--- config.mk ---
export PLATFORM = sky130hd
export DESIGN_NAME = crc_serial_gen
export DESIGN_NICKNAME = d
export VERILOG_FILES = /design/src/rtl/crc_serial_gen.sv
export SDC_FILE = /design/constraint.sdc
export NUM_CORES = 1
export LEC_CHECK = 0
export CAP_MARGIN = 20
export CORE_ASPECT_RATIO = 1.2
export CORE_MARGIN = 2
export CORE_UTILIZATION = 35
export DETAILED_ROUTE_END_ITERATION = 7
export GPL_TIMING_DRIVEN = 1
export SYNTH_ARGS = -nofsm -noshare
export SYNTH_HDL_FRONTEND = slang
export SYNTH_SLANG_ARGS = --single-unit
--- constraint.sdc ---
create_clock -name clock -period 3.7 [get_ports clock]
set_input_delay 0.74 -clock clock [delete_from_list [all_inputs] [get_ports clock]]
set_output_delay 0.74 -clock clock [all_outputs]
set_load 0.01 [all_outputs]
--- src/rtl/crc_serial_gen.sv ---
// crc_serial_gen: serial USB CRC5/CRC16 generator that streams a packet LSB-first and appends the inverted CRC MSB-first.
module crc_serial_gen #(
    parameter int CRC_W = 5,
    parameter logic [CRC_W-1:0] POLY = 5'b00101,
    parameter int MAX_PKT = 100,
    parameter int SKIP_BITS = 8,
    localparam int LEN_W = $clog2(MAX_PKT + 1)
) (
    input  logic               clock,
    input  logic               reset_n,
    input  logic               pkt_ready,
    input  logic [MAX_PKT-1:0] pkt_in,
    input  logic [LEN_W-1:0]   pkt_len,
    input  logic               crc_en,
    input  logic               bs_ready,
    output logic               out_bit,
    output logic               out_valid,
    output logic               busy,
    output logic               done
);
    localparam int FC_W = $clog2(CRC_W);
    typedef enum logic [1:0] {IDLE, DATA, CRC} state_t;
    state_t state, state_nx;
    logic [MAX_PKT-1:0] shreg;
    logic [LEN_W-1:0] len, bit_cnt;
    logic use_crc;
    logic [CRC_W-1:0] crc;
    logic [FC_W-1:0] flush_cnt;
    logic accept, load, last_data, last_crc, fb;
    assign load = pkt_ready && pkt_len != '0;
    assign accept = out_valid && bs_ready;
    assign last_data = bit_cnt == len - LEN_W'(1);
    assign last_crc = flush_cnt == FC_W'(CRC_W - 1);
    assign fb = shreg[0] ^ crc[CRC_W-1];
    always_ff @(posedge clock or negedge reset_n) begin
        if (!reset_n) state <= IDLE;
        else state <= state_nx;
    end
    always_comb begin
        state_nx = state == IDLE ? (load ? DATA : IDLE) :
                   state == DATA ? (accept && last_data ? (use_crc ? CRC : IDLE) : DATA) :
                   (accept && last_crc ? IDLE : CRC);
    end
    // The CRC register is shifted left while flushing, so its MSB is always the next bit out.
    always_comb begin
        out_valid = state != IDLE;
        busy = state != IDLE;
        out_bit = state == DATA ? shreg[0] : state == CRC ? ~crc[CRC_W-1] : 1'b0;
    end
    always_ff @(posedge clock or negedge reset_n) begin
        if (!reset_n) begin
            shreg <= '0;
            len <= '0;
            bit_cnt <= '0;
            use_crc <= 1'b0;
            crc <= '1;
            flush_cnt <= '0;
            done <= 1'b0;
        end else begin
            done <= accept && (state == DATA ? last_data && !use_crc : state == CRC && last_crc);
            if (state == IDLE && load) begin
                shreg <= pkt_in;
                len <= pkt_len > LEN_W'(MAX_PKT) ? LEN_W'(MAX_PKT) : pkt_len;
                use_crc <= crc_en;
                crc <= '1;
                bit_cnt <= '0;
                flush_cnt <= '0;
            end else if (accept && state == DATA) begin
                shreg <= shreg >> 1;
                bit_cnt <= bit_cnt + LEN_W'(1);
                if (bit_cnt >= LEN_W'(SKIP_BITS))
                    crc <= {crc[CRC_W-2:0], 1'b0} ^ (fb ? POLY : '0);
            end else if (accept && state == CRC) begin
                crc <= {crc[CRC_W-2:0], 1'b0};
                flush_cnt <= last_crc ? '0 : flush_cnt + FC_W'(1);
            end
        end
    end
endmodule

# Word level (Yosys, flattened, before mapping)
# Index checks and enable logic that the tools add are counted.
# op_classes
add_sub_neg,3
n_lt_le_gt_ge,2
n_eq_ne,6
mux,23
bitwise_logic,3
reduce_logical,19
# ops
cell,n
100-bit two-way mux,2
7-bit two-way mux,3
5-bit two-way mux,4
3-bit two-way mux,5
1-bit logical AND,10
2-bit two-way mux,5
"7-bit by 1-bit adder with 7-bit output, second input constant",1
7-bit equality test,1
"7-bit by 4-bit greater-or-equal comparator with 1-bit output, second input constant",1
"7-bit > comparator, second input constant",1
7-bit nonzero test,1
"7-bit by 1-bit subtractor with 7-bit output, second input constant",1
2-bit nonzero test,3
5-bit by 3-bit XOR with 5-bit output,1
1-bit two-way mux,4
2-bit AND reduction,2
"3-bit by 1-bit adder with 3-bit output, second input constant",1
"3-bit equality test, second input constant",1
"3-bit by 2-bit != test with 1-bit output, second input constant",1
3-bit nonzero test,1
"2-bit by 1-bit equality test with 1-bit output, second input constant",1
"2-bit equality test, second input constant",1
2-bit logical NOT,1
"2-bit != test, second input constant",1
3 further kinds,3
# word_totals
ff_bits,126
input_bits,112
out_inout_bits,4
elab_cells,64

# Depth between registers and ports, before layout
# logic_depth
word_depth,6
depth_mapped,7
mapped_depth_nobuf,7

# Worst setup path before layout
# OpenSTA, ideal clock, no wires.
# synth_timing
path_kind,input to register
from,input pkt_len[6]
to,register crc[2]
setup_time_ns,0.082
arrival_ns,2.009
required_ns,3.618
setup_slack_ns,1.608
stages,6
n_path_buf,1
path_cell_list,nor4_1 -> nand2_1 -> and3_1 -> clkbuf_1 -> nor2_1 -> mux2_2
# synth_via
elab_chain_len,5
elab_cells_between_ends,7
classes_between,eq/ne: 1; mux: 1; reduce/logical: 5
# synth_rtl
element,line,source
from (decl),13,"input logic [LEN_W-1:0] pkt_len,"
7-bit nonzero test *,30,assign load = pkt_ready && pkt_len != '0;
1-bit logical AND *,30,
1-bit logical AND *,61,if (state == IDLE && load) begin
3-bit by 2-bit != test with 1-bit output (no line) or 3-bit nonzero test (tied branches),--,
2-bit AND reduction (no line),--,
to (signal assigned),72,"crc <= {crc[CRC_W-2:0], 1'b0} ^ (fb ? POLY : '0);"
to (signal assigned),74,"crc <= {crc[CRC_W-2:0], 1'b0};"
to (decl),27,logic [CRC_W-1:0] crc;
# Every way passes the cells marked *; elsewhere a longest branch is shown, timed or not.
# A chain may end at the register's enable or synchronous reset.

# Worst setup path in the final report
# layout_timing
from,register state[1]
to,output out_bit
# layout_via
elab_chain_len,3
elab_cells_between_ends,4
classes_between,eq/ne: 2; mux: 2
# layout_rtl
element,line,source
from (decl),23,"state_t state, state_nx;"
from (signal assigned),37,else state <= state_nx;
2-bit equality test,48,out_bit = state == DATA ? shreg[0] : state == CRC ? ~crc[CRC_W-1] : 1'b0;
1-bit two-way mux,48,
1-bit two-way mux *,48,
to (decl),16,"output logic out_bit,"
# Marks and branches as above.

==> impl_summary.txt <==
----------------------------------------------------
[Clock network]
  Cts repair resizes ... 0
  Total number of clock tree sinks ... about 130
  Cts hold-fix bufs ... 0
  Root Driver ... clkbuf_16
  Number of buffers on the longest clock path ... 2
  Deepest level of the CTS H-tree ... 4
  Total clock buffers created by CTS ... 17
  Post-CTS clock slew at the launch and capture registers of the worst setup and hold paths ... 50 ps
  Setup bufs post-CTS ... 0
  TritonCTS clock tree ... built
  Worst-Skew Late Latency ... ~400 ps

[Worst setup path]
  Critical Path Start ... state[1]
  Startpoint types ... flip-flop
  Critical Path Fanout Max ... 6
  Data required time of the critical path ... 2960 ps
  Critical path, cell by cell ... nor2b_1 > a22o_1 > clkdlybuf4s50_1
  Delay of the slowest cell on the worst path ... 540 ps
  Data arrival time of the critical path ... approximately 1900 ps
  R2R Path Start ... len[0]
  Worst path slowest cell ... clkdlybuf4s50_1
  Worst Path Class, Setup ... reg -> out
  Capturing element type of the critical path ... output pin

[Power]
  Combinational fraction of design power ... 0.346
  Switch Pwr ... around 2100 µW
  Proportion of power drawn by the clock network ... 0.243
  Design internal power ... slightly below 4000 µW
  VDD IR max ... ~340 µV
  Pwr Density ... ~790 nW/µm²
  Switching part of the total ... 0.3525
  Seq pwr share ... 0.411
  Cell leakage power ... 0.003375 µW

[Yosys]
  Count of mapped cells out of synthesis ... approximately 700
  Count of flip-flops with a built-in enable after synthesis ... 0
  Mapped Avg Cell Area ... approximately 8.3 µm²
  Synth cell types ... 39
  FF+latch count, synth ... around 130
  Flip-flop cell with the highest count after synthesis ... dfrtp_1
  Number of warnings issued by yosys ... 0
  Share of synthesized flip-flops with an asynchronous set or reset ... 1.000
  Post-Synthesis Net Count ... slightly above 800
  Portion of the post-synthesis area used by sequential elements ... 0.5398
  Post-Syn Area ... around 5900 µm²

[Placed design]
  Count of port buffers added during placement ... roughly 120
  Routability-driven placement congestion ratio ... 0.8001
  DP Cell Count ... 988
  Post-detail-place hpwl ... a little over 9000 µm
  Pre-CTS WS ... between 800 and 900 ps

[GRT]
  GRT met1 Usage ... 0.2189
  GR Layer Usage met2 ... 0.2687
  Initial antenna violation count ... 0
  Most utilized layer in the global route result ... met2
  Largest net degree at the start of global routing ... roughly 110
  Grt ovf ... 0
  Via count of the first global-routing pass ... around 5200
  Met3 capacity usage during global routing ... 0.04428
  Wire length of the first global-routing pass ... 24300 µm
  Total routing usage reported by global routing ... 0.1699

[STA]
  Final hold viol count ... 0
  Min Hold Slack ... 365.4 ps
  Final clock skew ... 9.389 ps
  Setup_tns ... 0 ps
  Unrepaired setup endpoints after global routing ... false
  Setup slack of the critical path after layout ... about 1100 ps
  Period Utilization, post-route ... 0.7132
  Worst rel slew slack ... 0.5443
  Maximum frequency from static timing analysis ... 378.9 MHz
  Final count of pins violating max slew ... 0
  Final critical path time including I/O delays and setup ... 2639 ps
  Slew at the pin with the worst max-slew slack ... slightly below 700 ps
  Final-report setup violation count ... 0

[Floorplanning]
  DIE AREA ... roughly 18000 µm²
  CORE AREA ... 16270 µm²
  Cell Rows ... about 50
  Initial Util ... 0.3597
  Die outline height ... around 150 µm
  Width of the die ... 122.1 µm
  Number of top-level design ports ... approximately 120

[Finish]
  Share of final-layout standard cells stronger than drive strength 1 ... 0.05597
  Final Non-Filler Cells ... around 1000
  Post-route core utilization ... 0.4749
  Post-layout nets ... between 900 and 1000
  Fill count ... around 1600
  Synth-to-Final Area Change ... 32.02%
  N_diodes ... 0

[Route]
  First DRT Iteration DRCs ... about 430
  Vias per cell ... ~5
  Final WL ... roughly 14000 µm
  Number of remaining DRC errors ... 0
  Routed len/inst ... 13.97 µm
  DRT Pass-1 Iters ... 4
  Via count ... 5185
  Number of antenna-violating nets in the routed design ... 0

[Job]
  Max-capacitance violation count ... 0

[Outcome]
  Status ... finished, final reports clean

[Min path]
  Path type of the worst min-delay path ... in -> async

----------------------------------------------------
[placed cells by master (no fill, tap or decap), drive strengths merged, types with 2 or more instances in the layout]
master	netlist	layout
buf	8	8
o21ai	10	10
a31oi	99	99
dfstp	5	5
inv	7	7
clkbuf	41	27
ha	5	5
xor2	6	6
xnor2	7	7
nand2b	3	3
a21oi	9	9
nor3	2	2
nor2	112	112
dfrtp	121	121
a21bo	4	4
nand4	2	2
nand2	227	227
nand3	11	11
or3	3	3
nor4	2	2
clkdlybuf4s50	0	114
nand3b	3	3
[synth_stat cells, types with 2 or more instances]
cell / number / share of area
or3_1: 3 / 0.0032
nor4_1: 2 / 0.0021
nand3_1: 11 / 0.0094
buf_1: 7 / 0.0045
nor2_1: 112 / 0.072
dfrtp_1: 121 / 0.52
nor3_1: 2 / 0.0017
o21ai_0: 9 / 0.0077
nand4_1: 2 / 0.0021
ha_1: 5 / 0.011
nand2_1: 227 / 0.15
dfstp_2: 5 / 0.022
xor2_1: 6 / 0.0090
a21bo_2: 4 / 0.0068
nand3b_1: 3 / 0.0038
inv_1: 7 / 0.0045
nand2b_1: 3 / 0.0032
a21oi_1: 9 / 0.0077
xnor2_1: 7 / 0.010
clkbuf_1: 41 / 0.026
a31oi_1: 99 / 0.11
[per-layer routing]
| layer | vias up | part of all wire |
|---|---|---|
| met5 | - | 0 |
| met4 | 0 | 0.021 |
| met3 | 23 | 0.045 |
| met2 | 123 | 0.49 |
| met1 | 2512 | 0.44 |
| li1 | 2527 | - |
[worst paths after layout]
kind | slack (ps) | cells past startpoint | endpoint
min reg2reg | 490 | 2 | shreg[0]
max | 1060 | 3 | out_bit
min in group clock | 490 | 2 | shreg[0]
min | 370 | 1 | shreg[25]
max in group asynchronous | 2540 | 2 | len[2]
max reg2reg | 1480 | 5 | state[0]
[state kept, by name (all words and copies together), names as in the netlist]
register and count:
use_crc 1, state 2, shreg 100, crc 5, len 7, bit_cnt 7
done 1, flush_cnt 3
[cell type report]
class	count	area (µm²)	share of cell area
clock buffer	27	513.0	0.06639
clock inverter	1	5.005	0.0006477
inverter	7	26.28	0.003400
multi-input combinational	521	2495	0.3229
sequential	126	3159	0.4088
tap	212	265.3	0.03433
timing repair buffer	122	1264	0.1635
[kinds of logic (layout without fill, tap and decap cells)]
kind of cell | count (synthesis) | after routing | synth area share
AO/OA/AOI/OAI | 129 | 129 | 0.1385
XOR/XNOR | 13 | 13 | 0.01945
AND/OR/NAND/NOR | 372 | 372 | 0.2514
buffers and inverters | 56 | 157 | 0.03656
multiplexers | 2 | 2 | 0.003634
flip-flops | 126 | 126 | 0.5398
adder cells (fa/ha/maj) | 5 | 5 | 0.01069
[power groups by stage]
stage	logic, µW	clock network (µW)	registers [µW]
final	2100	1480	2490
after detailed placement	2120	0	2500
after floorplan	1590	0	2390
after global placement	2050	0	2470
after CTS	2130	1510	2490
after global routing	2430	1570	2580
[metrics by stage]
step                      area (µm²)  power, µW
final                           7727       6071
after global routing            7727       6587
after CTS                       7727       6136
after detailed placement        7209       4617
after global placement          7209       4520
after floorplan                 5853       3981
[worst max-delay path, delay by kind of cell, from the launching register on]
family | cells | cell delay [ps]
buf+inv | 1 | 540
flops | 1 | 430
simple gates | 1 | 310
compound gates | 1 | 210
Power figures use the tool's default switching activity.
